<file path="src/rtl/rr_arbiter.sv">
// Registered N-way arbiter: fixed-priority or round-robin selection, grant hold
// until request drop or acknowledge, optional max-hold preemption.
module rr_arbiter #(
    parameter int unsigned PORTS                 = 4,
    parameter int unsigned ARB_ROUND_ROBIN       = 1,
    parameter int unsigned ARB_BLOCK             = 1,
    parameter int unsigned ARB_BLOCK_ACK         = 0,
    parameter int unsigned ARB_LSB_HIGH_PRIORITY = 1,
    parameter int unsigned MAX_HOLD              = 0,
    localparam int unsigned IDX_W                = (PORTS > 1) ? $clog2(PORTS) : 1
) (
    input  logic             clk,
    input  logic             rst,
    input  logic [PORTS-1:0] request,
    input  logic [PORTS-1:0] acknowledge,
    output logic [PORTS-1:0] grant,
    output logic             grant_valid,
    output logic [IDX_W-1:0] grant_encoded
);

    localparam int unsigned CNT_W    = (MAX_HOLD > 1) ? $clog2(MAX_HOLD) : 1;
    localparam int unsigned HOLD_MAX = (MAX_HOLD > 0) ? MAX_HOLD - 1 : 0;
    localparam int unsigned LAST_RST = (ARB_LSB_HIGH_PRIORITY != 0) ? PORTS - 1 : 0;

    logic [PORTS-1:0] grant_q, grant_d;
    logic             grant_valid_q, grant_valid_d;
    logic [IDX_W-1:0] grant_encoded_q, grant_encoded_d;
    logic [IDX_W-1:0] last_q, last_d;
    logic [CNT_W-1:0] hold_cnt_q, hold_cnt_d;

    logic             req_granted;
    logic             ack_granted;
    logic             others_req;
    logic             preempt;
    logic             release_g;
    logic [PORTS-1:0] cand;
    logic [PORTS-1:0] rr_mask;
    logic [PORTS-1:0] cand_masked;
    logic [IDX_W-1:0] win_idx;

    // Priority encoder; tie polarity follows ARB_LSB_HIGH_PRIORITY.
    function automatic logic [IDX_W-1:0] prio_enc(input logic [PORTS-1:0] v);
        logic [IDX_W-1:0] idx;
        idx = '0;
        if (ARB_LSB_HIGH_PRIORITY != 0) begin
            for (int i = PORTS - 1; i >= 0; i--) begin
                if (v[i]) idx = IDX_W'(i);
            end
        end else begin
            for (int i = 0; i < PORTS; i++) begin
                if (v[i]) idx = IDX_W'(i);
            end
        end
        return idx;
    endfunction

    // Release decision and winner selection for the next edge.
    always_comb begin
        req_granted = |(request & grant_q);
        ack_granted = |(acknowledge & grant_q);
        others_req  = |(request & ~grant_q);

        preempt = (ARB_BLOCK != 0) && (MAX_HOLD > 0) && grant_valid_q && others_req &&
                  (hold_cnt_q == CNT_W'(HOLD_MAX));

        if (ARB_BLOCK == 0) begin
            release_g = 1'b1;
        end else if (ARB_BLOCK_ACK != 0) begin
            release_g = ack_granted;
        end else begin
            release_g = !req_granted;
        end
        release_g = release_g || preempt;

        // A preempted holder sits out this one arbitration.
        cand = preempt ? (request & ~grant_q) : request;

        for (int i = 0; i < PORTS; i++) begin
            if (ARB_LSB_HIGH_PRIORITY != 0) begin
                rr_mask[i] = (IDX_W'(i) > last_q);
            end else begin
                rr_mask[i] = (IDX_W'(i) < last_q);
            end
        end
        cand_masked = cand & rr_mask;

        if ((ARB_ROUND_ROBIN != 0) && (|cand_masked)) begin
            win_idx = prio_enc(cand_masked);
        end else begin
            win_idx = prio_enc(cand);
        end
    end

    // Next-state: hold, register a new winner, or go idle.
    always_comb begin
        grant_d         = grant_q;
        grant_valid_d   = grant_valid_q;
        grant_encoded_d = grant_encoded_q;
        last_d          = last_q;
        hold_cnt_d      = hold_cnt_q;

        if (grant_valid_q && !release_g) begin
            if (others_req && (hold_cnt_q != CNT_W'(HOLD_MAX))) begin
                hold_cnt_d = hold_cnt_q + CNT_W'(1);
            end else if (!others_req) begin
                hold_cnt_d = '0;
            end
        end else if (|request) begin
            grant_d         = PORTS'(1) << win_idx;
            grant_valid_d   = 1'b1;
            grant_encoded_d = win_idx;
            last_d          = win_idx;
            hold_cnt_d      = '0;
        end else begin
            grant_d         = '0;
            grant_valid_d   = 1'b0;
            grant_encoded_d = '0;
            hold_cnt_d      = '0;
        end
    end

    // State and output registers with synchronous reset.
    always_ff @(posedge clk) begin
        if (rst) begin
            grant_q         <= '0;
            grant_valid_q   <= 1'b0;
            grant_encoded_q <= '0;
            last_q          <= IDX_W'(LAST_RST);
            hold_cnt_q      <= '0;
        end else begin
            grant_q         <= grant_d;
            grant_valid_q   <= grant_valid_d;
            grant_encoded_q <= grant_encoded_d;
            last_q          <= last_d;
            hold_cnt_q      <= hold_cnt_d;
        end
    end

    assign grant         = grant_q;
    assign grant_valid   = grant_valid_q;
    assign grant_encoded = grant_encoded_q;

endmodule

</file>
<file path="config.mk">
export PLATFORM = sky130hd
export DESIGN_NAME = rr_arbiter
export DESIGN_NICKNAME = d
export VERILOG_FILES = /design/src/rtl/rr_arbiter.sv
export SDC_FILE = /design/constraint.sdc
export NUM_CORES = 1
export LEC_CHECK = 0
export CAP_MARGIN = 20
export CORE_AREA = 2 2 39 41
export CTS_BUF_LIST = sky130_fd_sc_hd__clkbuf_4 sky130_fd_sc_hd__clkbuf_8
export CTS_CLUSTER_DIAMETER = 200
export DETAILED_ROUTE_END_ITERATION = 16
export DIE_AREA = 0 0 41 43
export GPL_TIMING_DRIVEN = 0
export PLACE_DENSITY_LB_ADDON = 0.2
export RECOVER_POWER = 50
export SETUP_SLACK_MARGIN = 0.3
export SLEW_MARGIN = 5
export SYNTH_ARGS = -nofsm -noshare
export SYNTH_HDL_FRONTEND = slang
export SYNTH_SLANG_ARGS = --single-unit
</file>
<file path="constraint.sdc">
create_clock -name clk -period 1.6 [get_ports clk]
set_input_delay 0.4 -clock clk [delete_from_list [all_inputs] [get_ports clk]]
set_output_delay 0.4 -clock clk [all_outputs]
set_load 0.1 [all_outputs]
</file>
Yosys cells after proc, flatten, opt, wreduce, memory -nomap -nowiden
Index checks and enable logic that the tools add are counted.
{"block": "word_totals", "reg_bits": 9, "out_inout_bits": 7, "wordCells": 29}
{"block": "classes", "n_lt_le_gt_ge": 4, "shifts": 1, "muxes": 12, "bitwise": 3, "n_reduce_logical": 5}
{"cell": "$mux 2", "n": 10}
{"cell": "$reduce_or 4->1", "n": 3}
{"cell": "$and 4x4->4", "n": 2}
{"cell": "$gt 1x2->1 const A", "n": 2}
{"cell": "$gt 2x2->1 const A", "n": 2}
{"cell": "$mux 4", "n": 1}
{"cell": "$shl 1x2->4 const A", "n": 1}
{"cell": "$reduce_and 2->1", "n": 1}
{"cell": "$logic_and 1x1->1", "n": 1}
{"cell": "$mux 1", "n": 1}
{"cell": "$not 1->1", "n": 1}

Logic depth before layout (Yosys ltp)
Gate-level depths: netlist of the first run.
{"block": "logic_depth", "word_depth": 9, "mapped_depth": 5}

Worst setup path before layout of the first run
Ideal clock, no wire load.
{"block": "synth_timing", "kind": "flip-flop to flip-flop", "from": "register grant_q[3] (netlist: grant[3])", "to": "register last_q[1]", "t_arrival_ps": 1834, "path_slack_ps": -354, "stages_incl_launch_ff": 5, "n_path_buf": 0, "synth_period_minus_slack_ps": 1954, "path_cell_list": "dfxtp_1 -> a22oi_2 -> a21boi_2 -> nor2_1 -> a211o_1"}
{"block": "synth_between", "elab_chain_len": 5}
{"item": "start: declaration", "line": "25", "rtl": "logic [PORTS-1:0] grant_q, grant_d;"}
{"item": "start signal: assignment", "line": "131", "rtl": "grant_q <= grant_d;"}
{"item": "$and 4x4->4", "line": "59", "rtl": "req_granted = |(request & grant_q);"}
{"item": "$reduce_or 4->1", "line": "59"}
{"item": "$logic_and 1x1->1", "line": "102", "rtl": "if (grant_valid_q && !release_g) begin"}
{"item": "$not 1->1 (no source line)"}
{"item": "$reduce_and 2->1 (no source line)"}
{"item": "end signal: assignment", "line": "128", "rtl": "last_q <= IDX_W'(LAST_RST);"}
{"item": "end signal: assignment", "line": "134", "rtl": "last_q <= last_d;"}
{"item": "end: declaration", "line": "28", "rtl": "logic [IDX_W-1:0] last_q, last_d;"}
No other way between the ends.
A chain may end at the register's enable or synchronous reset.

Worst setup path in the final report of the first run
{"block": "layout_timing", "from": "input request[2]", "to": "register grant_q[3] (netlist: grant[3])"}
{"block": "layout_between", "elab_chain_len": 7}
{"item": "start: declaration", "line": "14", "rtl": "input logic [PORTS-1:0] request,"}
{"item": "$and 4x4->4", "line": "85", "rtl": "cand_masked = cand & rr_mask;"}
{"item": "$mux 2 (3 in series)", "line": "47", "rtl": "if (v[i]) idx = IDX_W'(i);"}
{"item": "$mux 2", "line": "87", "rtl": "if ((ARB_ROUND_ROBIN != 0) && (|cand_masked)) begin"}
{"item": "$shl 1x2->4", "line": "109", "rtl": "grant_d = PORTS'(1) << win_idx;"}
{"item": "$mux 4", "line": "108", "rtl": "end else if (|request) begin"}
Several ways; a longest one is shown, not always the timed one.

==> out/summary.txt, run 1 <==
Status: finished clean
Global-route wire length before repair: 1.64 mm
Async S/R FF share, synth: 0%
Critical Path AT: 1580 ps
Drt drc: 0
# rows: 14
Final nets: 80
CTS Buffer Depth: 2
Critical path launch point type: primary input
Vias in the first global route: 398
Syn nets: 58
Syn avg cell area: 9.02 um2
Post-synth top cells: 9 x dfxtp_1, 9 x nor2_1, 3 x a21oi_1, 3 x nand2_1
Area growth, synth to finish: 50.3%
Max cap viols: 0
Crit path cell chain: clkdlybuf4s15_2 -> or2_4 -> nor3_1 -> or2_1 -> o31a_1 -> nor2_1
DIE AREA: 1760 um2
CTS buffer count: 3
Final worst path period need: 1440 ps
Die width: 41 um
Slew Viols, Final: 0
Initial drt markers: 2
Worst slew pin tran: 539 ps
Setup WS pre-CTS: -407 ps
Power Density: 1250 nW/um2
Placement Cell Area: 594 um2
Sequential area share after synthesis: 41.6%
Post-DP HPWL: 694 um
Mapped Cells: 48
Initial antenna violation count: 0
Vias: 428
Final hold viol count: 0
Fmax achieved: 0.694 GHz
Count of input and output buffers: 11
Crit-path slowest cell: nor3_1
Yosys warning count: 0
Wirelength per Cell: 11.8 um
Overall routing resource usage: 13.9%
Filler cell count: 163
Combinational Power Share: 42.1%
Seq pwr share: 35.1%
CP peak stage delay: 330 ps
Pleak: 0.000277 uW
Post-synth cell types: 25
Area occupied by multi-input gates: 275 um2
Reg area: 206 um2
RSZ-0062 raised after global routing: yes
Clk sink count: 9
CTS tree: built
Synth area leaders: dfxtp_1 42%, nor2_1 7.8%, a22oi_2 5.8%, a21oi_1 3.5%, nand3b_1 3.5%
R2R setup slack: 270 ps
Worst min path class: reg2reg
Peak VDD IR: 0.000780 V
I/O pin count: 17
Final Routed Wirelength: 1.01 mm
Core footprint: 1380 um2
Sw Ratio: 41.1%
Final Skew: 1.39 ps
Relative slew margins: 64.2%
Initial Util: 31.3%
Hold buffers post-CTS: 0
Fin crit share: 90.1%
CP max FO: 3
Critical Path RT: 1730 ps
Number of H-tree levels: 1
Global route overflow: 0
Via density: 5.04
Int Pwr: 478 uW
Clock power frac: 22.8%
GP Congestion: 0.746
Final setup viols: 0
Antenna diodes: 0
Synth area leader: dfxtp_1
Worst setup slack after layout: 158 ps
Final ANT Viol Nets: 0
Height of the die: 43 um
Number of enable flip-flop cells after synthesis: 0
Share of the synthesized area in the top cell type: 41.6%
Total Power: 811 uW
Critical path class: in2reg
Worst-path clk slew: 60 ps
Largest net degree at the start of global routing: 10
Clock latency on the worst-skew pair: 250 ps
Ys flop type: dfxtp_1
First-pass DRT Iterations: 4
Root Buffer: clkbuf_4
Psw: 334 uW
Finished Cell Area: 651 um2
Synthesized area: 433 um2
Worst Setup End Kind: register
Layout cells sized above 1: 56.5%
Synth Register Bits: 9
==> per-stage QoR <==
stage / cells / TNS, ps / hold slack, ps / utilization [%]
4_1_cts: 85 / 0 / 436 / 49.0
3_5_place_dp: 75 / -4640 / 445 / 42.9
2_1_floorplan: 48 / 0 / 465 / -
3_3_place_gp: 75 / -4740 / 443 / 42.9
6_report: 85 / 0 / 449 / 47.0
5_1_grt: 85 / 0 / 480 / 47.0
==> area by class of cell <==
type,instances,area share (%)
well taps,16,3.08
flip-flops and latches,9,31.7
clock buffers,4,4.62
repair buffers,17,17.7
plain buffers,1,0.577
multi-input cells,38,42.3
==> kinds of logic (layout without fill, tap and decap cells) <==
kind of cell	after synthesis	count (layout)	share of synthesized area (%)
simple gates	21	21	24.6
compound gates	16	16	30.6
flops	9	9	41.6
mux	1	1	2.31
buf+inv	1	22	0.866
==> power groups by stage <==
stage / sequential, uW / clock (uW) / combinational [uW]
final: 284 / 185 / 342
after global routing: 290 / 209 / 362
after CTS: 286 / 197 / 360
after detailed placement: 287 / 0 / 327
after global placement: 287 / 0 / 326
after floorplan: 431 / 0 / 108
==> timing repair <==
item,4_1_cts,5_1_grt
endpoints found under the hold margin,0,0
buffers inserted,6,0
pin swaps,5,4
resized for setup,65,4
setup endpoints to repair,16,9
==> layout by cell type (no fill, tap or decap) <==
master / instances
a21oi_1: 3
buf_4: 7
or2b_1: 1
or2_1: 1
a211o_1: 1
a22oi_2: 2
o31ai_4: 1
nand3b_1: 2
buf_2: 6
a2bb2oi_1: 1
dfxtp_4: 6
or2_4: 1
nand2b_1: 1
dfxtp_2: 3
nor3_1: 1
a21oi_2: 1
nand2_1: 3
nor2b_1: 1
o21ai_1: 1
a21boi_4: 1
clkdlybuf4s15_2: 2
o21ai_0: 1
nor2_2: 3
a32oi_1: 1
o31a_1: 1
clkbuf_2: 2
a22oi_1: 1
buf_1: 1
and3b_1: 1
o21bai_1: 1
clkbuf_4: 4
mux2i_1: 1
nor2_1: 6
==> final timing paths <==
| path | cells past startpoint | end | from |
|---|---|---|---|
| hold reg to reg | 2 | grant_encoded[0] | grant_encoded[0] |
| setup reg to reg | 4 | last_q[1] | last_q[1] |
| hold / removal | 2 | grant_encoded[0] | grant_encoded[0] |
| setup / recovery | 6 | grant[3] | request[2] |
==> metal layers <==
layer,vias up,global-route usage (%),wire (um)
li1,221,-,-
met1,198,17.9,460
met2,9,19.4,490
met3,0,1.57,55
met4,0,12.0,0
met5,-,0,0
==> sequential cells by signal, summed over array words and instances (netlist names) <==
| name | count |
|---|---|
| grant_valid | 1 |
| grant_encoded | 2 |
| last_q | 2 |
| grant | 4 |
==> critical path, delay by kind of cell <==
kind	cells	cell delay, ps
simple gates	4	830
buf+inv	1	210
compound gates	1	130
Power figures use the tool's default switching activity.
==> run 2: changes to the inputs <==
--- a/config.mk
+++ b/config.mk
@@ -11,6 +11,7 @@
 export CTS_CLUSTER_DIAMETER = 200
 export DETAILED_ROUTE_END_ITERATION = 16
 export DIE_AREA = 0 0 41 43
+export DONT_BUFFER_PORTS = 1
 export GPL_TIMING_DRIVEN = 0
 export PLACE_DENSITY_LB_ADDON = 0.2
 export RECOVER_POWER = 50
==> run 2 against run 1 <==
  * Global-route usage up 0.70 points
  * Register-to-register slack got worse by 150 ps
  * Die area is the same
  * Critical endpoint is now grant[1]
  * Worst setup slack got worse by 35 ps
  * Non-clock buffer count fell by 14
  * Largest cell class unchanged
==> out/summary.txt, run 2 (synthesis results as in run 1) <==
Max cap viols: 0 (unchanged)
Wirelength per Cell: 14.0 um (+18%)
Fin crit share: 92.3% (+2.2 points)
Most frequent cells in the layout: 7 x nor2_1, 4 x clkbuf_4, 4 x dfxtp_4, 4 x dfxtp_2
Pleak: 0.000207 uW (-25%)
CP bufs+invs: 0 (-1)
Total Power: 781 uW (-3.7%)
First-pass DRT Iterations: 4 (unchanged)
Reg2reg start: grant_valid
Fmax achieved: 0.677 GHz (-2.4%)
Area growth, synth to finish: 29.2%
Critical Path AT: 1610 ps (+30 ps)
Final hold viol count: 0 (unchanged)
Clk sink count: 9 (unchanged)
CP max FO: 7 (+4)
Status: finished clean
CP delay by family, top: flip-flops
Initial drt markers: 5 (+3)
Critical Path RT: 1740 ps (about the same)
Count of input and output buffers: 0 (-11)
Global-route wire length before repair: 1.66 mm (+1.3%)
I/O pin count: 17 (unchanged)
Clock latency on the worst-skew pair: 260 ps (about the same)
Root Buffer: clkbuf_4
Worst min path class: in2reg
Overall routing resource usage: 14.6% (+0.70 points)
Drt drc: 0 (unchanged)
Worst setup startpoint: grant_valid
Seq pwr share: 55.9% (+21 points)
Layout cells sized above 1: 45.5% (-11 points)
Global route overflow: 0 (unchanged)
Crit path cell chain: a21boi_4 -> nand2b_1 -> a2bb2oi_1 -> nor2_1
Relative slew margins: 64.5% (+0.34 points)
Power Density: 1400 nW/um2 (+12%)
CTS Buffer Depth: 2 (unchanged)
Crit-path slowest cell: dfxtp_2
Initial antenna violation count: 0 (unchanged)
Hold buffers post-CTS: 0 (unchanged)
Hold path start: request[1]
Peak VDD IR: 0.000735 V (-5.8%)
Worst Setup End Kind: register
Sw Ratio: 41.9% (+0.79 points)
Height of the die: 43 um (unchanged)
Critical path class: reg2reg
R2R setup slack: 120 ps (-150 ps)
Die width: 41 um (unchanged)
# rows: 14 (unchanged)
Initial Util: 31.3% (unchanged)
Final Routed Wirelength: 992 um (-1.4%)
Largest net degree at the start of global routing: 10 (unchanged)
Max FFs per register: 4 (unchanged)
Worst-path clk slew: 60 ps (about the same)
Vias in the first global route: 385 (-3.3%)
Setup TNS: 0 ps (unchanged)
RSZ-0062 raised after global routing: yes
CP peak stage delay: 660 ps (+330 ps)
Commonest non-fill, non-tap cell in the layout: nor2_1
Filler cell count: 153 (-6.1%)
Placement Cell Area: 484 um2 (-19%)
Int Pwr: 454 uW (-5.0%)
Slew Viols, Final: 0 (unchanged)
Final setup viols: 0 (unchanged)
GP Congestion: 0.691 (-7.3%)
Final Skew: 1.44 ps (+0.0453 ps)
Antenna diodes: 0 (unchanged)
Via density: 5.25 (+4.3%)
Critical path launch point type: register
Vias: 373 (-13%)
Clock power frac: 23.9% (+1.1 points)
Combinational Power Share: 20.2% (-22 points)
Final nets: 66 (-18%)
Post-DP HPWL: 689 um (-0.69%)
Final ANT Viol Nets: 0 (unchanged)
Number of H-tree levels: 1 (unchanged)
CTS buffer count: 3 (unchanged)
DIE AREA: 1760 um2 (unchanged)
Finished Cell Area: 559 um2 (-14%)
Core footprint: 1380 um2 (unchanged)
CTS tree: built
Psw: 327 uW (-1.9%)
Worst slew pin tran: 532 ps (-7.45 ps)
Final worst path period need: 1480 ps (+35.3 ps)
==> run 2: layer usage <==
| layer | track usage, % | wire [um] |
|---|---|---|
| met1 | 19.2 | 425 |
| met2 | 18.4 | 480 |
| met3 | 4.71 | 73 |
| met4 | 12.0 | 12 |
| met5 | 0 | 0 |
==> run 2: power by group through the flow <==
stage	sequential, uW	clock (uW)	combinational, uW
CTS	435	198	145
global placement	439	0	125
floorplan	431	0	108
detailed placement	439	0	125
global route	441	214	176
finish	437	187	158
==> run 2: stage by stage <==
stage	hold slack (ps)	std cells	utilization (%)	setup slack, ps
global placement	485	64	35.0	109
finish	321	71	40.4	123
floorplan	465	48	-	188
CTS	301	71	39.8	160
detailed placement	491	64	35.0	116
global route	309	71	40.4	51.3
==> run 2: cell type report <==
type                    count  area (um2)  share of cell area, %
clock buffers               4        30.0                   5.37
flip-flops and latches      9         200                   35.8
well taps                  16        20.0                   3.58
multi-input cells          38         279                   49.9
repair buffers              3        26.3                   4.70
plain buffers               1        3.75                  0.671
==> run 2: final timing paths <==
kind	end	depth (start not counted)
hold reg to reg	last_q[0]	2
setup reg to reg	grant[1]	4
hold / removal	grant_valid	2
setup / recovery	grant[1]	4
==> run 2: timing repair <==
item,CTS,global route
setup endpoints to repair,10,8
buffers inserted,3,0
pin swaps,4,5
gates resized for setup,3,6
gates cloned,0,0
==> run 3: changes to the inputs <==
==> constraint.sdc (replaced) <==
create_clock -name clk -period 1.4 [get_ports clk]
set_input_delay 0.35 -clock clk [delete_from_list [all_inputs] [get_ports clk]]
set_output_delay 0.35 -clock clk [all_outputs]
set_load 0.1 [all_outputs]
==> run 3 against run 2 <==
  * The run now ends with setup timing left
  * Cell area shrank 1.1%
  * Hold slack lost 62 ps
  * Clock power grew 14%
  * Combinational power grew 8%
  * Sequential share of layout area grew 0.86 points
  * Core utilization shrank 0.45 points
  * Via count shrank 1.6%
  * Cell count is the same
  * Worst setup slack lost 180 ps
  * Critical path type unchanged
  * Critical endpoint is now last_q[1]
  * Largest power group unchanged
==> out/summary.txt, run 3 (synthesis results as in run 1) <==
Clock latency on the worst-skew pair: 260 ps (about the same)
Final worst path period need: 1450 ps (-23.1 ps)
GR peak layer: met1
Sw Ratio: 41.7% (-0.25 points)
Worst-path clk slew: 60 ps (about the same)
Worst setup startpoint: grant[0]
Worst slew pin tran: 521 ps (-10.9 ps)
Max cap viols: 0 (unchanged)
Root Buffer: clkbuf_4
Initial antenna violation count: 0 (unchanged)
Overall routing resource usage: 13.6% (-1.0 points)
Area occupied by multi-input gates: 270 um2 (-3.1%)
Final Routed Wirelength: 934 um (-5.8%)
GP Congestion: 0.692 (about the same)
Combinational Power Share: 19.3% (-0.9 points)
Psw: 367 uW (+12%)
Area growth, synth to finish: 27.7%
Fin crit share: 104% (+12 points)
CP max FO: 8 (+1)
# rows: 14 (unchanged)
Failing checks: setup timing
Relative slew margins: 65.3% (+0.73 points)
Total Power: 880 uW (+13%)
Fmax achieved: 0.688 GHz (+1.6%)
Filler cell count: 151 (-1.3%)
Hold path start: request[1]
Critical path class: reg2reg
Setup WS pre-CTS: -78.0 ps (-194 ps)
Die width: 41 um (unchanged)
First-pass DRT Iterations: 3 (-1)
Layout cells sized above 1: 40.0% (-5.5 points)
Global route overflow: 0 (unchanged)
Worst setup slack after layout: -54.0 ps (-177 ps)
Max FFs per register: 4 (unchanged)
Final setup viols: 4 (+4)
Largest net degree at the start of global routing: 10 (unchanged)
Drt drc: 0 (unchanged)
CTS tree: built
Post-layout util: 40.0% (-0.45 points)
Commonest non-fill, non-tap cell in the layout: nor2_1
Initial Util: 31.3% (unchanged)
CTS buffer count: 3 (unchanged)
Worst min path class: in2reg
CTS Buffer Depth: 2 (unchanged)
Most frequent cells in the layout: 8 x nor2_1, 5 x dfxtp_4, 4 x clkbuf_4
Final hold viol count: 0 (unchanged)
Post-Layout Cell Count: 71 (unchanged)
Critical Path AT: 1600 ps (about the same)
DIE AREA: 1760 um2 (unchanged)
Reg2reg start: grant[0]
Critical Path RT: 1550 ps (-190 ps)
Power Density: 1590 nW/um2 (+14%)
Final nets: 66 (unchanged)
Wirelength per Cell: 13.2 um (-5.8%)
Status: complete, but fails checks
Placed Instances: 64 (unchanged)
Critical path launch point type: register
Number of H-tree levels: 1 (unchanged)
Pleak: 0.000206 uW (-0.52%)
Met2 GRT Util: 16.6% (-1.9 points)
Initial drt markers: 3 (-2)
Count of input and output buffers: 0 (unchanged)
Post-DP HPWL: 668 um (-3.1%)
Final ANT Viol Nets: 0 (unchanged)
Clock power frac: 24.3% (+0.4 points)
Peak VDD IR: 0.000732 V (-0.41%)
Core footprint: 1380 um2 (unchanged)
Antenna diodes: 0 (unchanged)
Global-route wire length before repair: 1.53 mm (-7.5%)
Final Skew: 0.863 ps (-0.577 ps)
Reg area: 203 um2 (+1.2%)
Met1 Resource Use GR: 17.5% (-1.7 points)
Slew Viols, Final: 0 (unchanged)
Setup TNS: -169 ps (-169 ps)
Height of the die: 43 um (unchanged)
Int Pwr: 513 uW (+13%)
GR Layer Usage met3: 3.66% (-1.0 points)
Worst Setup End Kind: register
Clk sink count: 9 (unchanged)
I/O pin count: 17 (unchanged)
Vias: 367 (-1.6%)
Seq pwr share: 56.3% (+0.4 points)
RSZ-0062 raised after global routing: yes
Via density: 5.17 (-1.6%)
Vias in the first global route: 370 (-3.9%)
## run 3: changes by cell type in the layout (fill, tap and decap cells not counted)
cell,delta
a21oi_1,+1
a21oi_2,-1
dfxtp_2,-1
dfxtp_4,+1
nand2_1,+1
nand2_2,-1
nor2_1,+1
nor2_2,-1
## run 3: cell type report
type                            instances  area share [%]
Timing Repair Buffer                    3            4.75
Multi-Input combinational cell         38            48.9
Buffer                                  1           0.679
Clock buffer                            4            5.43
Sequential cell                         9            36.7
Tap cell                               16            3.62
## run 3: power by group through the flow
stage	combinational [uW]	sequential (uW)	clock [uW]
after floorplan	124	492	0
after global placement	143	501	0
after detailed placement	143	501	0
after CTS	168	495	224
after global routing	190	501	246
final	170	496	214
## run 3: stage by stage
step | cell area [um2] | hold WS (ps)
after floorplan | 464 | 465
after global placement | 484 | 485
after CTS | 548 | 254
final | 553 | 259
after global routing | 553 | 245
after detailed placement | 484 | 493
## run 3: timing repair
item | CTS | global route
setup buffers | 3 | 0
hold buffers | 0 | 0
gates resized for setup | 2 | 4
pin swaps | 4 | 1
endpoints found under the setup margin | 15 | 15
## run 3: worst max-delay path: stages (launching register included)
cell,delay (ps)
dfxtp_4,450
a22oi_2,240
a21boi_4,120
or2_4,260
a211o_1,280
## run 3: layer usage
metal  wire length [um]  part of all wire, %
met5                  0                    0
met4                 33                  3.5
met3                 67                  7.2
met2                378                   40
met1                454                   49
## run 3: worst paths after layout
path,slack (ps),cells after the start,to
setup / recovery,-50,4,last_q[1]
hold / removal,260,2,grant_valid
setup reg to reg,-50,4,last_q[1]
hold reg to reg,500,2,last_q[0]
